===== config.mk =====
export PLATFORM = sky130hd
export DESIGN_NAME = mult4_sched_flat
export DESIGN_NICKNAME = d
export VERILOG_FILES = /design/src/rtl/mult4_sched_if.sv /design/src/rtl/mult4_sched.sv /design/src/flat_wrapper.sv
export SDC_FILE = /design/constraint.sdc
export NUM_CORES = 1
export LEC_CHECK = 0
export ABC_AREA = 1
export CAP_MARGIN = 20
export CORE_ASPECT_RATIO = 1.25
export CORE_UTILIZATION = 40
export DETAILED_ROUTE_END_ITERATION = 8
export GPL_TIMING_DRIVEN = 1
export PLACE_DENSITY = 0.67
export REMOVE_ABC_BUFFERS = 1
export SYNTH_ARGS = -nofsm -noshare
export SYNTH_HDL_FRONTEND = slang
export SYNTH_SLANG_ARGS = --single-unit

===== constraint.sdc =====
create_clock -name clk -period 3.4 [get_ports clk]
set_input_delay 0.34 -clock clk [delete_from_list [all_inputs] [get_ports clk]]
set_output_delay 0.34 -clock clk [all_outputs]
set_load 0.005 [all_outputs]

===== src/rtl/mult4_sched_if.sv =====
// mult4_sched_if: operand requests from two sources plus the result port
// toward the downstream consumer.
//
// Handshakes:
//   requests - reqN stays high with stable aN/bN until gntN pulses for one
//              cycle; the requester drops reqN at the edge that ends that
//              cycle.
//   result   - res/res_id are valid while res_valid is high; the transfer
//              happens on a rising edge where res_valid and res_ready are
//              both high. res/res_id are held while res_ready is low.
interface mult4_sched_if;
  logic       req0;
  logic [3:0] a0;
  logic [3:0] b0;
  logic       gnt0;
  logic       req1;
  logic [3:0] a1;
  logic [3:0] b1;
  logic       gnt1;
  logic       res_valid;
  logic       res_ready;
  logic [7:0] res;
  logic       res_id;
  logic       busy;

  // Requesters and consumer side
  modport master (
    output req0, a0, b0, req1, a1, b1, res_ready,
    input  gnt0, gnt1, res_valid, res, res_id, busy
  );

  // Scheduler side
  modport slave (
    input  req0, a0, b0, req1, a1, b1, res_ready,
    output gnt0, gnt1, res_valid, res, res_id, busy
  );
endinterface


===== src/rtl/mult4_sched.sv =====
// mult4_sched: round-robin front-end that shares one combinational 4x4
// multiplier (mult4) between two requesters and returns the product with
// the winner's ID through a valid/ready result port.
// Optional macro MULT4_SCHED_PIPE_EN adds a register stage on the mult4
// output and a CALC2 state (one extra cycle of latency).

// Combinational 4x4 unsigned multiplier with bit-level ports.
module mult4 (
  input  logic x0, x1, x2, x3,
  input  logic y0, y1, y2, y3,
  output logic z0, z1, z2, z3, z4, z5, z6, z7
);
  logic [7:0] p;
  assign p = {4'b0000, x3, x2, x1, x0} * {4'b0000, y3, y2, y1, y0};
  assign {z7, z6, z5, z4, z3, z2, z1, z0} = p;
endmodule

module mult4_sched (
  input  logic               clk,
  input  logic               rst_n,
  mult4_sched_if.slave       bus,
  output logic [1:0]         dbg_state
);
  typedef enum logic [1:0] {
    IDLE  = 2'd0,
    CALC  = 2'd1,
    CALC2 = 2'd2,
    DONE  = 2'd3
  } state_t;

  state_t     state;
  logic [3:0] op_a;
  logic [3:0] op_b;
  logic       cur_id;
  logic       last_id;
  logic [7:0] res_q;
  logic       res_id_q;
  logic       res_valid_q;
  logic       gnt0_q;
  logic       gnt1_q;
  logic       busy_q;
  logic [7:0] z;
  logic       win_any;
  logic       win_id;
`ifdef MULT4_SCHED_PIPE_EN
  logic [7:0] z_q;
`endif

  mult4 u_mult4 (
    .x0(op_a[0]), .x1(op_a[1]), .x2(op_a[2]), .x3(op_a[3]),
    .y0(op_b[0]), .y1(op_b[1]), .y2(op_b[2]), .y3(op_b[3]),
    .z0(z[0]), .z1(z[1]), .z2(z[2]), .z3(z[3]),
    .z4(z[4]), .z5(z[5]), .z6(z[6]), .z7(z[7])
  );

  // Round-robin pick: a lone request wins; on a tie the requester not
  // served last time wins.
  always_comb begin
    win_any = bus.req0 | bus.req1;
    if (bus.req0 && bus.req1) win_id = ~last_id;
    else                      win_id = bus.req1;
  end

  // Scheduler FSM with registered grant, result and busy outputs.
  always_ff @(posedge clk or negedge rst_n) begin
    if (!rst_n) begin
      state       <= IDLE;
      op_a        <= 4'd0;
      op_b        <= 4'd0;
      cur_id      <= 1'b0;
      last_id     <= 1'b1;
      res_q       <= 8'd0;
      res_id_q    <= 1'b0;
      res_valid_q <= 1'b0;
      gnt0_q      <= 1'b0;
      gnt1_q      <= 1'b0;
      busy_q      <= 1'b0;
`ifdef MULT4_SCHED_PIPE_EN
      z_q         <= 8'd0;
`endif
    end else begin
      gnt0_q <= 1'b0;
      gnt1_q <= 1'b0;
      case (state)
        IDLE: begin
          if (win_any) begin
            op_a    <= win_id ? bus.a1 : bus.a0;
            op_b    <= win_id ? bus.b1 : bus.b0;
            cur_id  <= win_id;
            last_id <= win_id;
            gnt0_q  <= ~win_id;
            gnt1_q  <= win_id;
            busy_q  <= 1'b1;
            state   <= CALC;
          end
        end
        CALC: begin
`ifdef MULT4_SCHED_PIPE_EN
          z_q   <= z;
          state <= CALC2;
`else
          res_q       <= z;
          res_id_q    <= cur_id;
          res_valid_q <= 1'b1;
          state       <= DONE;
`endif
        end
        CALC2: begin
`ifdef MULT4_SCHED_PIPE_EN
          res_q       <= z_q;
          res_id_q    <= cur_id;
          res_valid_q <= 1'b1;
          state       <= DONE;
`else
          busy_q <= 1'b0;
          state  <= IDLE;
`endif
        end
        DONE: begin
          // Stall holds res/res_id/res_valid; no grant is issued from here.
          if (bus.res_ready) begin
            res_valid_q <= 1'b0;
            busy_q      <= 1'b0;
            state       <= IDLE;
          end
        end
        default: state <= IDLE;
      endcase
    end
  end

  assign bus.gnt0      = gnt0_q;
  assign bus.gnt1      = gnt1_q;
  assign bus.res       = res_q;
  assign bus.res_id    = res_id_q;
  assign bus.res_valid = res_valid_q;
  assign bus.busy      = busy_q;
  assign dbg_state     = state;
endmodule


===== src/flat_wrapper.sv =====
// flat-port wrapper written by rule: the top's interface ports become plain ports
module mult4_sched_flat 
  (clk, rst_n, dbg_state, bus_req0, bus_a0, bus_b0, bus_req1, bus_a1, bus_b1, bus_res_ready, bus_gnt0, bus_gnt1, bus_res_valid, bus_res, bus_res_id, bus_busy);
  mult4_sched_if bus_i ();
  input  logic clk;
  input  logic rst_n;
  output logic [1:0] dbg_state;
  input wire logic [$bits(bus_i.req0)-1:0] bus_req0;
  input wire logic [$bits(bus_i.a0)-1:0] bus_a0;
  input wire logic [$bits(bus_i.b0)-1:0] bus_b0;
  input wire logic [$bits(bus_i.req1)-1:0] bus_req1;
  input wire logic [$bits(bus_i.a1)-1:0] bus_a1;
  input wire logic [$bits(bus_i.b1)-1:0] bus_b1;
  input wire logic [$bits(bus_i.res_ready)-1:0] bus_res_ready;
  output wire logic [$bits(bus_i.gnt0)-1:0] bus_gnt0;
  output wire logic [$bits(bus_i.gnt1)-1:0] bus_gnt1;
  output wire logic [$bits(bus_i.res_valid)-1:0] bus_res_valid;
  output wire logic [$bits(bus_i.res)-1:0] bus_res;
  output wire logic [$bits(bus_i.res_id)-1:0] bus_res_id;
  output wire logic [$bits(bus_i.busy)-1:0] bus_busy;
  assign bus_i.req0 = bus_req0;
  assign bus_i.a0 = bus_a0;
  assign bus_i.b0 = bus_b0;
  assign bus_i.req1 = bus_req1;
  assign bus_i.a1 = bus_a1;
  assign bus_i.b1 = bus_b1;
  assign bus_i.res_ready = bus_res_ready;
  assign bus_gnt0 = bus_i.gnt0;
  assign bus_gnt1 = bus_i.gnt1;
  assign bus_res_valid = bus_i.res_valid;
  assign bus_res = bus_i.res;
  assign bus_res_id = bus_i.res_id;
  assign bus_busy = bus_i.busy;
  mult4_sched u_core (.clk(clk), .rst_n(rst_n), .bus(bus_i), .dbg_state(dbg_state));
endmodule

## After elaboration in Yosys (flattened, before gate mapping)

Index checks and enable logic that the tools add are counted.
Widths: inputs -> output; s select.

- Bits in registers: 25
- Bits of input ports: 21
- Output and inout port bits: 15
- Word-level logic and storage cells: 42

- $mul: 1
- Equality and inequality tests: 5
- Muxes and demuxes: 14
- Bitwise logic cells: 3
- Reduce and logical (&&, ||, !) cells: 8

Operators by type and width:

| operator | number |
|---|---|
| $mul 4x4->8 | 1 |
| $mux 4 | 2 |
| $pmux 2 s4 | 1 |
| $mux 1 | 7 |
| $reduce_and 2->1 | 3 |
| $eq 2x2->1 const B | 2 |
| $mux 2 | 2 |
| $pmux 1 s3 | 1 |
| $reduce_and 3->1 | 1 |
| $reduce_bool 3->1 | 1 |
| $eq 2x1->1 const B | 1 |
| $logic_not 2->1 | 1 |
| $ne 2x1->1 const B | 1 |
| $ne 2x2->1 const B | 1 |
| $not 1->1 | 2 |
| $pmux 1 s2 | 1 |
| $reduce_bool 2->1 | 1 |
| $logic_and 1x1->1 | 1 |
| $or 1x1->1 | 1 |

## Longest topological paths before layout

- Depth after elaboration: 5
- Depth in mapped cells: 12
- Depth with buffers taken out: 12

## Hierarchy

Synthesis repeated with hierarchy kept, for this count alone.

- Cell total of the unflattened synthesis: 199
- Area, all modules: 1559.0 um2

Modules (own cells, without submodules):

| module | times used | cells an instance | area each (um2) | seq. area each (um2) |
|---|---|---|---|---|
| mult4_sched | 1 | 129 | 1091.0 | 626.9 |
| mult4 | 1 | 70 | 467.9 | 0.0 |

## Worst setup path before layout

OpenSTA, ideal clock, no wires.

- Path kind: register to register
- From: register u_core.op_b[3]
- To: register u_core.res_q[6] (netlist: u_core.bus.res[6])
- Library setup time: 0.082 ns
- Arrival time: 2.411 ns
- Data required time: 3.318 ns
- Path slack: 0.907 ns
- Stages on the path, launching flop included: 12
- Path buffers: 0
- Clock period less this slack: 2.493 ns
- Cells stage by stage: dfrtp_1 nand2_1 fa_1 inv_1 fa_1 inv_1 fa_1 inv_1 nand3_1 nand2_1 nand2_1 a31oi_1

- Longest elaborated chain between the ends: 1

Ends and longest elaborated chain:

| item | RTL line | source |
|---|---|---|
| start: declaration | mult4_sched.sv:33 | `logic [3:0] op_b;` |
| start signal: assignment | mult4_sched.sv:88 | `op_b <= win_id ? bus.b1 : bus.b0;` |
| $mul 4x4->8 | mult4_sched.sv:14 | `assign p = {4'b0000, x3, x2, x1, x0} * {4'b0000, y3, y2, y1, y0};` |
| end signal: assignment | mult4_sched.sv:102 | `res_q <= z;` |
| end: declaration | mult4_sched.sv:36 | `logic [7:0] res_q;` |

No other way between the ends.
A chain may end at the register's enable or synchronous reset.

## Worst setup path after layout

Same ends and word-level chain as after synthesis.

==> metrics <==
violated checks DRC; area of the mapped netlist 1500 um2; Skew-Pair Late Insertion Delay around 0.28 ns; routability-driven placement congestion ratio 0.756; drc violations 6; num ports 36; critical-path maximum fanout 5; number of enable flip-flop cells after synthesis 0; endpoint of the most critical register-to-register path u_core.bus.res[6]; primary flip-flop cell chosen by synthesis mapping sky130_fd_sc_hd__dfrtp_1; final critical delay including setup and external delays 2.64 ns; number of buffers between clock root and the deepest sink 2; data required time at the worst endpoint 3.60 ns; post-layout utilization of the core between 50% and 60%; per-instance average area after synthesis a little over 8 um2; number of antenna violations at the first check in global routing 0; Nets between 200 and 300; clock buffer count from CTS 3; clock-pin slew on the worst setup and hold paths 0.10 ns; initial standard-cell utilization of the core 42.2%; Final Hold Vio Count 0; leakage component of the power 1.03 nW; maximum clock rate 379 MHz; power per unit of standard cell area around 810 nW/um2; Die Footprint 3990 um2; detailed router's first-iteration violation count 22; pin count of the biggest net entering global routing 26; hold buffer count at CTS 0; H-tree depth reported by CTS 1; via count of the first global-routing pass 1155; area growth from synthesis to layout 29.5%; drt wl/cell 10.7 um; startpoint type of the worst setup path flop; Inserted Diodes 0; number of cell rows 24; post-detailed-placement cell area 1870 um2; Peak supply drop 276 uV; class of the worst hold path in2async; register bit total from synthesis 25; count of unique library cells instantiated by Yosys 22; Placeable Area 3540 um2; Final Max Slew Viols 0; clock tree from TritonCTS yes; cell area after layout 1940 um2; detailed-router iteration count before antenna repair 5; most area-hungry cell type in the Yosys netlist sky130_fd_sc_hd__dfrtp_1; overall routing resource usage 15.6%; sequential element share of the synthesized area 41.9%; fillcell total 353; number of clock sinks seen by CTS 25; data arrival at the endpoint of the critical path 2.84 ns; synthesized instance count 180; clock root buffer master sky130_fd_sc_hd__clkbuf_8; post-CTS setup repair buffer count 0; post-cts sizing count 0; worst slew margin relative to its limit 67.6%; vertical extent of the die approximately 70 um; Yosys warning count 0; HPWL after DPL 2220 um; gr ovfl total 0; Final Routed Wirelength 2750 um; outcome complete, but fails checks; top-count cell post-synth sky130_fd_sc_hd__nand2_1; Final Power 1.57 mW; overall die width 56.7 um; max-cap violation count 0; worst reg2reg path startpoint u_core.op_b[3]; unrepaired setup endpoints after global routing no; input/output buffers 35; sort of element at the end of the critical path flop; proportion of layout cells with a drive suffix above 1 a little under a tenth; proportion of synthesized flip-flops having asynchronous set or reset 100%; Layout Skew about 0.0071 ns; biggest area contributors in the synthesized netlist sky130_fd_sc_hd__dfrtp_1 (40%), sky130_fd_sc_hd__nand2_1 (13%), sky130_fd_sc_hd__ha_1 (10%), sky130_fd_sc_hd__inv_1 (7.3%), sky130_fd_sc_hd__fa_1 (5.4%); FF-to-FF setup slack roughly 0.76 ns; global-route wire length before repair slightly below 5000 um; DR vias/cell 4.66; via count approximately 1200; fraction of post-synthesis cell area in the top cell type by area 40.2%; transition time of the tightest slew-check pin 0.484 ns; setup tns final 0 ns; Final setup viols 0; period utilisation layout 77.6%; count of nets left with antenna violations after detail routing 0; Worst Path Class, Setup reg2reg; ranking of synthesized cells by instance count sky130_fd_sc_hd__nand2_1 (52), sky130_fd_sc_hd__inv_1 (29), sky130_fd_sc_hd__dfrtp_1 (24); depth of the most critical reg-to-reg path 11
-- layer usage --
| layer | vias up | global-route usage [%] | wire length [um] | share of wire (%) |
|---|---|---|---|---|
| li1 | 639 | - | - | - |
| met4 | 0 | 7.50 | 59 | 2.1 |
| met1 | 529 | 18.3 | 1250 | 45 |
| met2 | 25 | 27.4 | 1360 | 50 |
| met5 | - | 0 | 0 | 0 |
| met3 | 4 | 2.22 | 80 | 2.9 |
-- sequential cells by signal, indices dropped and copies added, names as in the netlist, 2 cells and up --
name and flops:
u_core.op_a 4, u_core.dbg_state 2, u_core.op_b 4, u_core.bus.res 8
-- worst max-delay path: stages (launching register included) --
cell and delay (ns):
sky130_fd_sc_hd__dfrtp_1 0.42, sky130_fd_sc_hd__nand2_1 0.10, sky130_fd_sc_hd__fa_1 0.53, sky130_fd_sc_hd__inv_1 0.05
sky130_fd_sc_hd__fa_1 0.56, sky130_fd_sc_hd__inv_1 0.06, sky130_fd_sc_hd__fa_1 0.43, sky130_fd_sc_hd__inv_1 0.08
sky130_fd_sc_hd__nand3_1 0.08, sky130_fd_sc_hd__nand2_1 0.08, sky130_fd_sc_hd__nand2_1 0.04, sky130_fd_sc_hd__a31oi_1 0.11
-- per-stage QoR --
stage | instances | hold slack (ns) | setup slack [ns]
after floorplan | 178 | 0.0444 | 0.907
after global placement | 252 | 0.455 | 0.849
after detailed placement | 252 | 0.462 | 0.770
after CTS | 256 | 0.480 | 0.739
after global routing | 257 | 0.410 | 0.610
final | 257 | 0.381 | 0.762
-- cell type report --
| class | count | area [um2] | area share (%) |
|---|---|---|---|
| timing repair buffer | 36 | 365 | 18.9 |
| tap | 39 | 48.8 | 2.52 |
| inverter | 33 | 124 | 6.40 |
| sequential | 25 | 627 | 32.4 |
| clock buffer | 3 | 41.3 | 2.13 |
| multi-input combinational | 120 | 722 | 37.3 |
| clock inverter | 1 | 7.51 | 0.388 |
-- logic make-up after synthesis --
group | count (synthesis) | synth area share, %
fa+ha+maj | 16 | 15.4
flops | 25 | 41.9
compound gates | 29 | 11.7
buf+inv | 35 | 9.79
simple gates | 75 | 21.2
-- layout by cell type (no fill, tap or decap) --
| cell | n |
|---|---|
| sky130_fd_sc_hd__clkinvlp_4 | 1 |
| sky130_fd_sc_hd__clkbuf_8 | 3 |
| sky130_fd_sc_hd__nand3b_1 | 1 |
| sky130_fd_sc_hd__inv_1 | 29 |
| sky130_fd_sc_hd__nand2_2 | 1 |
| sky130_fd_sc_hd__inv_2 | 4 |
| sky130_fd_sc_hd__nor2_4 | 1 |
| sky130_fd_sc_hd__nand3_1 | 5 |
| sky130_fd_sc_hd__ha_1 | 12 |
| sky130_fd_sc_hd__nand2_1 | 52 |
| sky130_fd_sc_hd__o21ai_0 | 7 |
| sky130_fd_sc_hd__o21ai_2 | 6 |
| sky130_fd_sc_hd__nor2_2 | 1 |
| sky130_fd_sc_hd__a31oi_1 | 2 |
| sky130_fd_sc_hd__fa_1 | 4 |
| sky130_fd_sc_hd__clkdlybuf4s50_1 | 35 |
| sky130_fd_sc_hd__dfrtp_1 | 24 |
| sky130_fd_sc_hd__nor2_1 | 13 |
| sky130_fd_sc_hd__buf_8 | 1 |
| sky130_fd_sc_hd__a21oi_1 | 2 |
| sky130_fd_sc_hd__o21ai_1 | 9 |
| sky130_fd_sc_hd__dfstp_2 | 1 |
| sky130_fd_sc_hd__nor3_4 | 1 |
| sky130_fd_sc_hd__o31ai_1 | 1 |
| sky130_fd_sc_hd__o22ai_1 | 2 |
-- how the worst max path moves through the flow --
| stage | endpoint | cells past startpoint | start |
|---|---|---|---|
| after floorplan | u_core.bus.res[6] | 11 | u_core.op_b[3] |
| after global placement | u_core.bus.res[6] | 11 | u_core.op_b[3] |
| after detailed placement | u_core.bus.res[6] | 11 | u_core.op_b[3] |
| after CTS | u_core.bus.res[6] | 11 | u_core.op_b[3] |
| after global routing | u_core.bus.res[6] | 11 | u_core.op_b[3] |
| final | u_core.bus.res[6] | 11 | u_core.op_b[3] |
-- report_power, final --
part           leakage, nW  switching, mW  internal (mW)
clock               0.0217          0.103         0.0833
sequential           0.309          0.111          0.431
combinational        0.695          0.451          0.396
(Power assumes the default switching activity.)
